[config.mk]
export PLATFORM = sky130hd
export DESIGN_NAME = calc_alu_arbiter
export DESIGN_NICKNAME = d
export VERILOG_FILES = /design/src/rtl/calc_alu_arbiter.sv
export SDC_FILE = /design/constraint.sdc
export NUM_CORES = 1
export LEC_CHECK = 0
export CELL_PAD_IN_SITES_DETAIL_PLACEMENT = 1
export CELL_PAD_IN_SITES_GLOBAL_PLACEMENT = 2
export CORE_MARGIN = 5
export CORE_UTILIZATION = 18
export CTS_CLUSTER_DIAMETER = 50
export DETAILED_ROUTE_END_ITERATION = 12
export MAX_ROUTING_LAYER = met4
export PLACE_DENSITY = 0.8
export SETUP_SLACK_MARGIN = 0.4
export SYNTH_ARGS = -nofsm -noshare
export SYNTH_HDL_FRONTEND = slang
export SYNTH_SLANG_ARGS = --single-unit
[constraint.sdc]
create_clock -name clk_i -period 1.6 [get_ports clk_i]
set_input_delay 0.32 -clock clk_i [delete_from_list [all_inputs] [get_ports clk_i]]
set_output_delay 0.32 -clock clk_i [all_outputs]
set_load 0.1 [all_outputs]
[src/rtl/calc_alu_arbiter.sv]
// Round-robin arbiter sharing one multi-cycle calculator arithmetic unit between NumReq requesters.
// Optional WAIT watchdog enabled by defining CALC_ALU_ARB_TIMEOUT_EN.

package calc_pkg;

  typedef struct packed {
    logic        error;
    logic        sign;
    logic [7:0]  exponent;
    logic [31:0] mantissa;
  } num_t;

endpackage

module calc_alu_arbiter #(
  parameter int NumReq        = 2,
  parameter int OpWidth       = 2,
  parameter int TimeoutCycles = 64
) (
  input  logic                                   clk_i,
  input  logic                                   rst_i,
  input  logic [NumReq-1:0]                      req_valid_i,
  output logic [NumReq-1:0]                      req_ready_o,
  input  logic [NumReq-1:0][OpWidth-1:0]         req_op_i,
  input  calc_pkg::num_t [NumReq-1:0]            req_a_i,
  input  calc_pkg::num_t [NumReq-1:0]            req_b_i,
  output logic [NumReq-1:0]                      rsp_valid_o,
  input  logic [NumReq-1:0]                      rsp_ready_i,
  output calc_pkg::num_t                         rsp_result_o,
  output logic                                   alu_start_o,
  output logic [OpWidth-1:0]                     alu_op_o,
  output calc_pkg::num_t                         alu_a_o,
  output calc_pkg::num_t                         alu_b_o,
  input  logic                                   alu_done_i,
  input  calc_pkg::num_t                         alu_result_i,
  output logic                                   busy_o,
  output logic [((NumReq > 1) ? $clog2(NumReq) : 1)-1:0] owner_o
);

  localparam int IdxW = (NumReq > 1) ? $clog2(NumReq) : 1;

  if (NumReq < 2 || NumReq > 4 || TimeoutCycles < 1) begin : g_bad_cfg
    $error("calc_alu_arbiter: NumReq must be 2..4 and TimeoutCycles at least 1");
  end

  typedef enum logic [1:0] {
    IDLE,
    ISSUE,
    WAIT,
    RESP
  } state_e;

  state_e              state_q, state_d;
  logic [IdxW-1:0]     ptr_q, ptr_next;
  logic [IdxW-1:0]     owner_q;
  logic [IdxW-1:0]     grant_idx, cand_idx;
  logic                grant_found;
  logic                accept;
  int                  cand;
  logic [OpWidth-1:0]  alu_op_q;
  calc_pkg::num_t      alu_a_q, alu_b_q;
  calc_pkg::num_t      rsp_result_q, result_d;

`ifdef CALC_ALU_ARB_TIMEOUT_EN
  localparam int CntW = $clog2(TimeoutCycles + 1);
  localparam calc_pkg::num_t TimeoutResult = '{error: 1'b1, default: '0};
  logic [CntW-1:0] wait_cnt_q;
  logic            timed_out;

  assign timed_out = (wait_cnt_q == CntW'(TimeoutCycles - 1));

  // Counter starts from zero on the first WAIT cycle (cleared while in ISSUE).
  always_ff @(posedge clk_i) begin
    if (rst_i) begin
      wait_cnt_q <= '0;
    end else if (state_q == ISSUE) begin
      wait_cnt_q <= '0;
    end else if (state_q == WAIT) begin
      wait_cnt_q <= wait_cnt_q + 1'b1;
    end
  end
`endif

  // Priority search begins at the round-robin pointer and wraps.
  always_comb begin
    grant_found = 1'b0;
    grant_idx   = '0;
    cand        = 0;
    cand_idx    = '0;
    for (int i = 0; i < NumReq; i++) begin
      cand = int'(ptr_q) + i;
      if (cand >= NumReq) begin
        cand = cand - NumReq;
      end
      cand_idx = IdxW'(cand);
      if (!grant_found && req_valid_i[cand_idx]) begin
        grant_found = 1'b1;
        grant_idx   = cand_idx;
      end
    end
  end

  always_comb begin
    if (grant_idx == IdxW'(NumReq - 1)) begin
      ptr_next = '0;
    end else begin
      ptr_next = grant_idx + 1'b1;
    end
  end

  always_comb begin
    state_d     = state_q;
    req_ready_o = '0;
    accept      = 1'b0;
    result_d    = rsp_result_q;
    case (state_q)
      IDLE: begin
        if (!rst_i && grant_found) begin
          req_ready_o[grant_idx] = 1'b1;
          accept                 = 1'b1;
          state_d                = ISSUE;
        end
      end
      ISSUE: begin
        state_d = WAIT;
      end
      WAIT: begin
        if (alu_done_i) begin
          result_d = alu_result_i;
          state_d  = RESP;
        end
`ifdef CALC_ALU_ARB_TIMEOUT_EN
        else if (timed_out) begin
          result_d = TimeoutResult;
          state_d  = RESP;
        end
`endif
      end
      RESP: begin
        if (rsp_ready_i[owner_q]) begin
          state_d = IDLE;
        end
      end
      default: begin
        state_d = IDLE;
      end
    endcase
  end

  always_ff @(posedge clk_i) begin
    if (rst_i) begin
      state_q      <= IDLE;
      ptr_q        <= '0;
      owner_q      <= '0;
      alu_op_q     <= '0;
      alu_a_q      <= '0;
      alu_b_q      <= '0;
      rsp_result_q <= '0;
    end else begin
      state_q      <= state_d;
      rsp_result_q <= result_d;
      if (accept) begin
        alu_op_q <= req_op_i[grant_idx];
        alu_a_q  <= req_a_i[grant_idx];
        alu_b_q  <= req_b_i[grant_idx];
        owner_q  <= grant_idx;
        ptr_q    <= ptr_next;
      end
    end
  end

  always_comb begin
    rsp_valid_o = '0;
    if (state_q == RESP) begin
      rsp_valid_o[owner_q] = 1'b1;
    end
  end

  assign alu_start_o  = (state_q == ISSUE);
  assign busy_o       = (state_q != IDLE);
  assign alu_op_o     = alu_op_q;
  assign alu_a_o      = alu_a_q;
  assign alu_b_o      = alu_b_q;
  assign rsp_result_o = rsp_result_q;
  assign owner_o      = owner_q;

endmodule
==> impl_metrics.py, run 1 <==
metrics = {
    "status": {
        "status": "complete, but fails checks",
        "violations": "setup timing",
    },
    "drt": {
        "vias": 7780,
        "viasPerCell": 4.83,
        "firstDrtPassIters": 4,
        "drt_iter0_drc": 262,
        "wl_per_cell_um": 22.1,
        "drc": 0,
        "drt_wl_total_um": 35600,
        "drtAntennaViolNets": 0,
    },
    "layout": {
        "layout.nets": 1373,
        "finalInstanceArea_um2": 14700,
        "utilization_pct": 43.7,
        "area_delta_synth_final_pct": 139,
        "drive_above_1_share_pct": 51.2,
    },
    "setup_path": {
        "crit_top_cell": "clkinvlp_4",
        "r2r-end": "state_q[0]",
        "critical_path_arrival_ns": 1.81,
        "slowest_delay_ns": 0.47,
        "crit_type": "reg -> out",
        "r2r_slack_ns": -0.32,
        "cp_slowest_cell": "or4_4",
        "r2r-start": "state_q[1]",
        "reg2reg_depth": 12,
        "path_cells": "inv_2, ha_4, clkinvlp_4, or4_4, clkinvlp_4, buf_12",
        "cp-end-kind": "output port",
        "cp.required_ns": 1.28,
        "crit_fanout": 2,
        "critPathLaunchType": "flop",
    },
    "sta": {
        "fin_ws_ns": -0.531,
        "period_needed_ns": 2.13,
        "max_freq_ghz": 0.469,
        "slew_violations": 0,
        "relSlewSlack_pct": 44.8,
        "post-route-period-util_pct": 133,
        "rsz0062_at_grt": "yes",
        "fin_hold_ws_ns": 0.410,
        "finalSetupViolCount": 132,
        "finClkSkew_ns": 0.00998,
        "tightest_slew_ns": 0.828,
        "hold_viol": 0,
    },
    "place": {
        "place_hpwl_um": 22700,
        "place_area_um2": 11900,
        "portBuffers": 355,
        "place_congestion": 0.775,
    },
    "pwr": {
        "p_int_uw": 12800,
        "combPwrFrac_pct": 59.8,
        "pwr_density_cell_nw_per_um2": 1620,
        "p_switching_uw": 11000,
        "total_power_uw": 23900,
        "peakVddDrop_mv": 0.731,
        "pwr-share-clk_pct": 19.1,
        "power_leakage_uw": 0.00538,
        "pwr-share-seq_pct": 21.1,
        "netSwitchingFraction_pct": 46.2,
    },
    "clock_network": {
        "h-tree-depth": 4,
        "cts_tree": "done",
        "root_buffer": "clkbuf_16",
        "cts.clk_slew.worst_paths_ns": 0.06,
        "cts_buffer_depth": 2,
        "insertion_delay_ns": 0.43,
        "numCtsBuffers": 17,
        "clock-sinks": 132,
    },
    "job": {
        "cap_viol_max_count": 0,
    },
    "logic_synthesis": {
        "yosys.cell_types.count": 30,
        "yosysWarnings": 0,
        "postSynthAreaPerCell_um2": 8.38,
        "post_synth_inst_count": 736,
        "synth_area_leaders": "dfxtp_1 (43%), a311oi_1 (12%), a21oi_1 (10%)",
        "yosysMostFrequentCell": "dfxtp_1",
        "synth_top_area_share_pct": 42.8,
        "syn-num-nets": 962,
        "ys_seq_elements": 132,
        "ys_top_cells_by_count": "dfxtp_1 (132), a21oi_1 (129), nand2_1 (87)",
        "synth_edf_count": 0,
        "yosysTopAreaCell": "dfxtp_1",
        "async_reset_ff_share_pct": 0,
        "synth_ff_type": "dfxtp_1",
        "syn-cell-area_um2": 6170,
        "synth-seq-area-share_pct": 42.8,
    },
    "global_route": {
        "antenna_found_initial": 3,
        "grt_max_degree": 58,
        "grt_pass1_wl_um": 52100,
        "grt_pass1_vias": 8471,
        "gr-total-overflow": 0,
        "grt_usage_pct": 18.0,
    },
    "floorplan": {
        "rows": 67,
        "coreArea_um2": 33700,
        "die_w_um": 195,
        "start_util_pct": 18.3,
        "die_height_um": 195,
        "die_area_um2": 38100,
        "pin_count": 356,
    },
    "min_path": {
        "hold_end": "alu_b_o[37]",
        "hold_path.class": "in -> reg",
        "min_delay_path_depth": 4,
        "worstHoldStart": "req_valid_i[1]",
    },
}
logic make-up (layout without fill, tap and decap cells):
kind of cell	after synthesis	after routing	share of synthesized area [%]
AO/OA/AOI/OAI	395	395	41.4
flip-flops	132	132	42.8
buffers and inverters	108	532	8.18
AND/OR/NAND/NOR	94	94	6.21
adder cells (fa/ha/maj)	5	5	1.01
multiplexers	2	2	0.325
other	0	3	0
cell usage in the layout, fill, tap and decap left out, drive strengths merged, types with 2 or more instances in the layout:
cell type	count
o211ai	86
buf	270
dfxtp	132
nand2	87
bufinv	5
clkdlybuf4s50	218
o21ai	87
mux2i	2
inv	7
nor2b	2
clkbuf	21
a311oi	86
bufbuf	4
clkinv	3
a21oi	129
diode	3
ha	5
and2	2
clkinvlp	4
worst max path at each step:
stage	startpoint	to	slack [ns]	cells past startpoint
CTS	state_q[1]	req_ready_o[1]	-0.56	6
detailed placement	req_valid_i[0]	alu_a_o[32]	-0.53	6
floorplan	state_q[1]	req_ready_o[1]	-0.76	6
global route	state_q[1]	req_ready_o[1]	-0.60	6
finish	state_q[1]	req_ready_o[1]	-0.53	6
global placement	req_valid_i[0]	req_ready_o[1]	-0.44	5
layout make-up:
cell class,instances,area [um^2]
timing repair buffer,492,6650
tap,448,561
multi-input combinational,496,3920
inverter,8,37.5
sequential,132,2880
clock inverter,11,196
fill,3544,19000
clock buffer,21,480
antenna,3,7.51
worst max-delay path, delay by kind of cell, from the launching register on:
kind,cells,cell delay [ns]
flip-flops,1,0.32
AND/OR/NAND/NOR,1,0.47
adder cells (fa/ha/maj),1,0.15
buffers and inverters,4,0.42
per-stage QoR:
| step | setup slack [ns] | TNS, ns | cells |
|---|---|---|---|
| final | -0.531 | -15.79 | 1611 |
| after global placement | -0.445 | -28.90 | 1492 |
| after detailed placement | -0.528 | -35.17 | 1492 |
| after CTS | -0.558 | -11.90 | 1568 |
| after global routing | -0.595 | -26.05 | 1611 |
| after floorplan | -0.758 | -22.77 | 736 |
power groups by stage:
stage,sequential [uW],clock (uW),combinational [uW]
after floorplan,9800,0,2500
after global placement,5040,0,12400
after detailed placement,5070,0,12500
after CTS,5020,4680,13700
after global routing,5110,4820,14800
final,5030,4560,14300
per-layer routing:
metal	vias to the layer above	track usage (%)	routed length [um]
met5	-	-	0
met4	0	4.01	415
met3	24	5.51	2390
met2	281	31.2	18700
met1	3837	20.5	14100
li1	3638	-	-
flip-flops by register name (all words and copies together), names as in the netlist:
register / count
alu_a_o: 42
alu_b_o: 42
rsp_result_o: 42
alu_op_o: 2
state_q: 2
owner_o: 1
ptr_q: 1
what timing repair did:
| item | 4_1_cts | 5_1_grt |
|---|---|---|
| setup endpoints to repair | 267 | 267 |
| resized for setup | 163 | 107 |
| pin swaps | 46 | 35 |
| endpoints found under the hold margin | 0 | 0 |
| gates cloned | 16 | 0 |
| setup buffers | 28 | 40 |
| hold buffers | 0 | 0 |
Power figures use the tool's default switching activity.
==> inputs of run 2 (changes only) <==
Settings changed: ABC_AREA from default to 1, CORE_UTILIZATION 18 to 16, PLACE_DENSITY 0.8 to 0.79.
==> impl_metrics.py, run 2 <==
metrics = {
    "sta": {
        "post-route-period-util_pct": 123,
        "slew_violations": 0,
        "finClkSkew_ns": 0.00610,
        "fin_ws_ns": -0.363,
        "relSlewSlack_pct": 51.0,
        "rsz0062_at_grt": "yes",
        "finalSetupViolCount": 122,
        "tightest_slew_ns": 0.734,
        "max_freq_ghz": 0.510,
        "period_needed_ns": 1.96,
        "fin_hold_ws_ns": 0.446,
        "hold_viol": 0,
    },
    "clock_network": {
        "cts_tree": "done",
        "cts.clk_slew.worst_paths_ns": 0.06,
        "clock-sinks": 132,
        "cts_hold_buf": 0,
        "h-tree-depth": 4,
        "root_buffer": "clkbuf_16",
        "cts_buffer_depth": 2,
        "insertion_delay_ns": 0.43,
        "numCtsBuffers": 17,
    },
    "floorplan": {
        "die_area_um2": 41000,
        "coreArea_um2": 36600,
        "pin_count": 356,
        "die_height_um": 202,
        "start_util_pct": 16.2,
        "rows": 70,
        "die_w_um": 202,
    },
    "layout": {
        "layout_common_cells": "nand2_1 (312), clkdlybuf4s50_1 (217), buf_12 (161), dfxtp_2 (106), nand3_1 (88)",
        "layout.nets": 1513,
        "layout_commonest_cell": "nand2_1",
        "finalInstanceArea_um2": 14200,
        "area_delta_synth_final_pct": 140,
        "fillCellCount": 4134,
        "drive_above_1_share_pct": 43.3,
    },
    "logic_synthesis": {
        "synth_compound_area_share_pct": 11.4,
        "synth_top_area_share_pct": 44.6,
        "syn-num-nets": 1114,
        "postSynthAreaPerCell_um2": 6.67,
        "ys_seq_elements": 132,
        "ys_top_cells_by_count": "nand2_1 (353), dfxtp_1 (132), nor2_1 (90)",
        "synthAdderAreaFrac_pct": 1.06,
        "yosysWarnings": 0,
        "synth_mux_area_share_pct": 0,
        "synth_area_leaders": "dfxtp_1 (45%), nand2_1 (22%), nand3_1 (7.5%)",
        "synth-simple-area-share_pct": 36.2,
        "post_synth_inst_count": 888,
        "syn-cell-area_um2": 5930,
        "synth_ff_type": "dfxtp_1",
        "synth_edf_count": 0,
        "yosys.cell_types.count": 20,
        "synth_top_family_by_area": "simple AND/OR/NAND/NOR gates",
        "synthXorXnorAreaFrac_pct": 0,
        "yosysTopAreaCell": "dfxtp_1",
        "async_reset_ff_share_pct": 0,
        "yosysMostFrequentCell": "nand2_1",
        "synth-seq-area-share_pct": 44.6,
    },
    "drt": {
        "drt_wl_total_um": 32200,
        "drc": 0,
        "viasPerCell": 4.20,
        "drtAntennaViolNets": 0,
        "firstDrtPassIters": 5,
        "drt_iter0_drc": 199,
        "wl_per_cell_um": 18.2,
        "vias": 7446,
    },
    "setup_path": {
        "crit_type": "reg -> out",
        "reg2reg_depth": 12,
        "crit_fanout": 4,
        "cp-end-kind": "output port",
        "critical_path_arrival_ns": 1.64,
        "cp.required_ns": 1.28,
        "critPathLaunchType": "flop",
    },
    "global_route": {
        "grt_pass1_wl_um": 48000,
        "grt_max_degree": 87,
        "grt_usage_pct": 15.7,
        "grt_pass1_vias": 8079,
        "gr-total-overflow": 0,
        "antenna_found_initial": 3,
    },
    "pwr": {
        "pwr-share-clk_pct": 19.9,
        "power_leakage_uw": 0.00569,
        "pwr-share-seq_pct": 21.4,
        "p_switching_uw": 9620,
        "pwr_density_cell_nw_per_um2": 1530,
        "peakVddDrop_mv": 0.920,
        "total_power_uw": 21800,
        "combPwrFrac_pct": 58.7,
        "netSwitchingFraction_pct": 44.1,
        "p_int_uw": 12200,
    },
    "job": {
        "cap_viol_max_count": 0,
    },
    "place": {
        "place_hpwl_um": 21700,
        "place_congestion": 0.769,
        "portBuffers": 355,
        "place_area_um2": 11800,
    },
    "min_path": {
        "hold_path.class": "in -> reg",
        "min_delay_path_depth": 6,
    },
    "status": {
        "violations": "setup timing",
        "status": "complete, but fails checks",
    },
}
-- run 2: layout make-up --
class / instances / area [um^2] / share of cell area (%)
multi-input combinational: 674 / 3610 / 25.4
antenna: 3 / 7.51 / 0.0528
sequential: 132 / 2870 / 20.2
inverter: 13 / 87.6 / 0.616
clock buffer: 21 / 470 / 3.31
timing repair buffer: 449 / 6410 / 45.1
tap: 468 / 586 / 4.12
clock inverter: 11 / 171 / 1.21
-- run 2: repair_timing --
action | 4_1_cts | 5_1_grt
setup buffers | 22 | 13
gates resized for setup | 176 | 138
endpoints found under the setup margin | 267 | 267
cloned | 15 | 1
pin swaps | 24 | 99
-- run 2: cells by family (layout without fill, tap and decap cells) --
| logic type | after synthesis | in the layout |
|---|---|---|
| buffers and inverters | 82 | 494 |
| AND/OR/NAND/NOR | 536 | 536 |
| other | 0 | 3 |
| AO/OA/AOI/OAI | 133 | 133 |
| flip-flops | 132 | 132 |
| adder cells (fa/ha/maj) | 5 | 5 |
-- run 2: worst paths after layout --
kind                                  start          endpoint  slack (ns)
worst min-delay path                  rst_i        state_q[0]        0.45
worst max-delay path             state_q[1]    req_ready_o[0]       -0.36
worst max register to register   state_q[1]  rsp_result_o[14]       -0.16
worst min register to register  alu_b_o[31]       alu_b_o[31]        0.48
-- run 2: metrics by stage --
stage | utilization, % | cells | TNS (ns) | worst slack [ns]
after global routing | 38.8 | 1771 | -20.97 | -0.449
after floorplan | - | 888 | -22.60 | -0.811
after CTS | 37.2 | 1754 | -2.76 | -0.417
after detailed placement | 32.2 | 1685 | -27.90 | -0.376
after global placement | 32.2 | 1685 | -25.58 | -0.344
final | 38.8 | 1771 | -11.92 | -0.363
-- run 2: worst max-delay path, stage by stage (launching register included) --
cell        delay (ns)
dfxtp_2           0.32
inv_2             0.07
ha_4              0.15
clkinvlp_4        0.12
nor2_8            0.12
clkinv_4          0.08
a21oi_4           0.15
buf_12            0.19
-- run 2: per-layer routing --
metal  up-vias  global-route usage (%)  part of all wire (%)
met5         -                       -                     0
met4         0                    4.80                   2.1
met3        32                    5.67                   7.0
met2       214                    26.8                    51
met1      3547                    17.2                    40
li1       3653                       -                     -
-- run 2: power groups by stage --
stage	combinational, uW	clock (uW)	sequential [uW]
final	12800	4340	4660
after global routing	13400	4670	4740
after CTS	12200	4520	4630
after detailed placement	10400	0	4640
after global placement	10300	0	4610
after floorplan	2490	0	8090
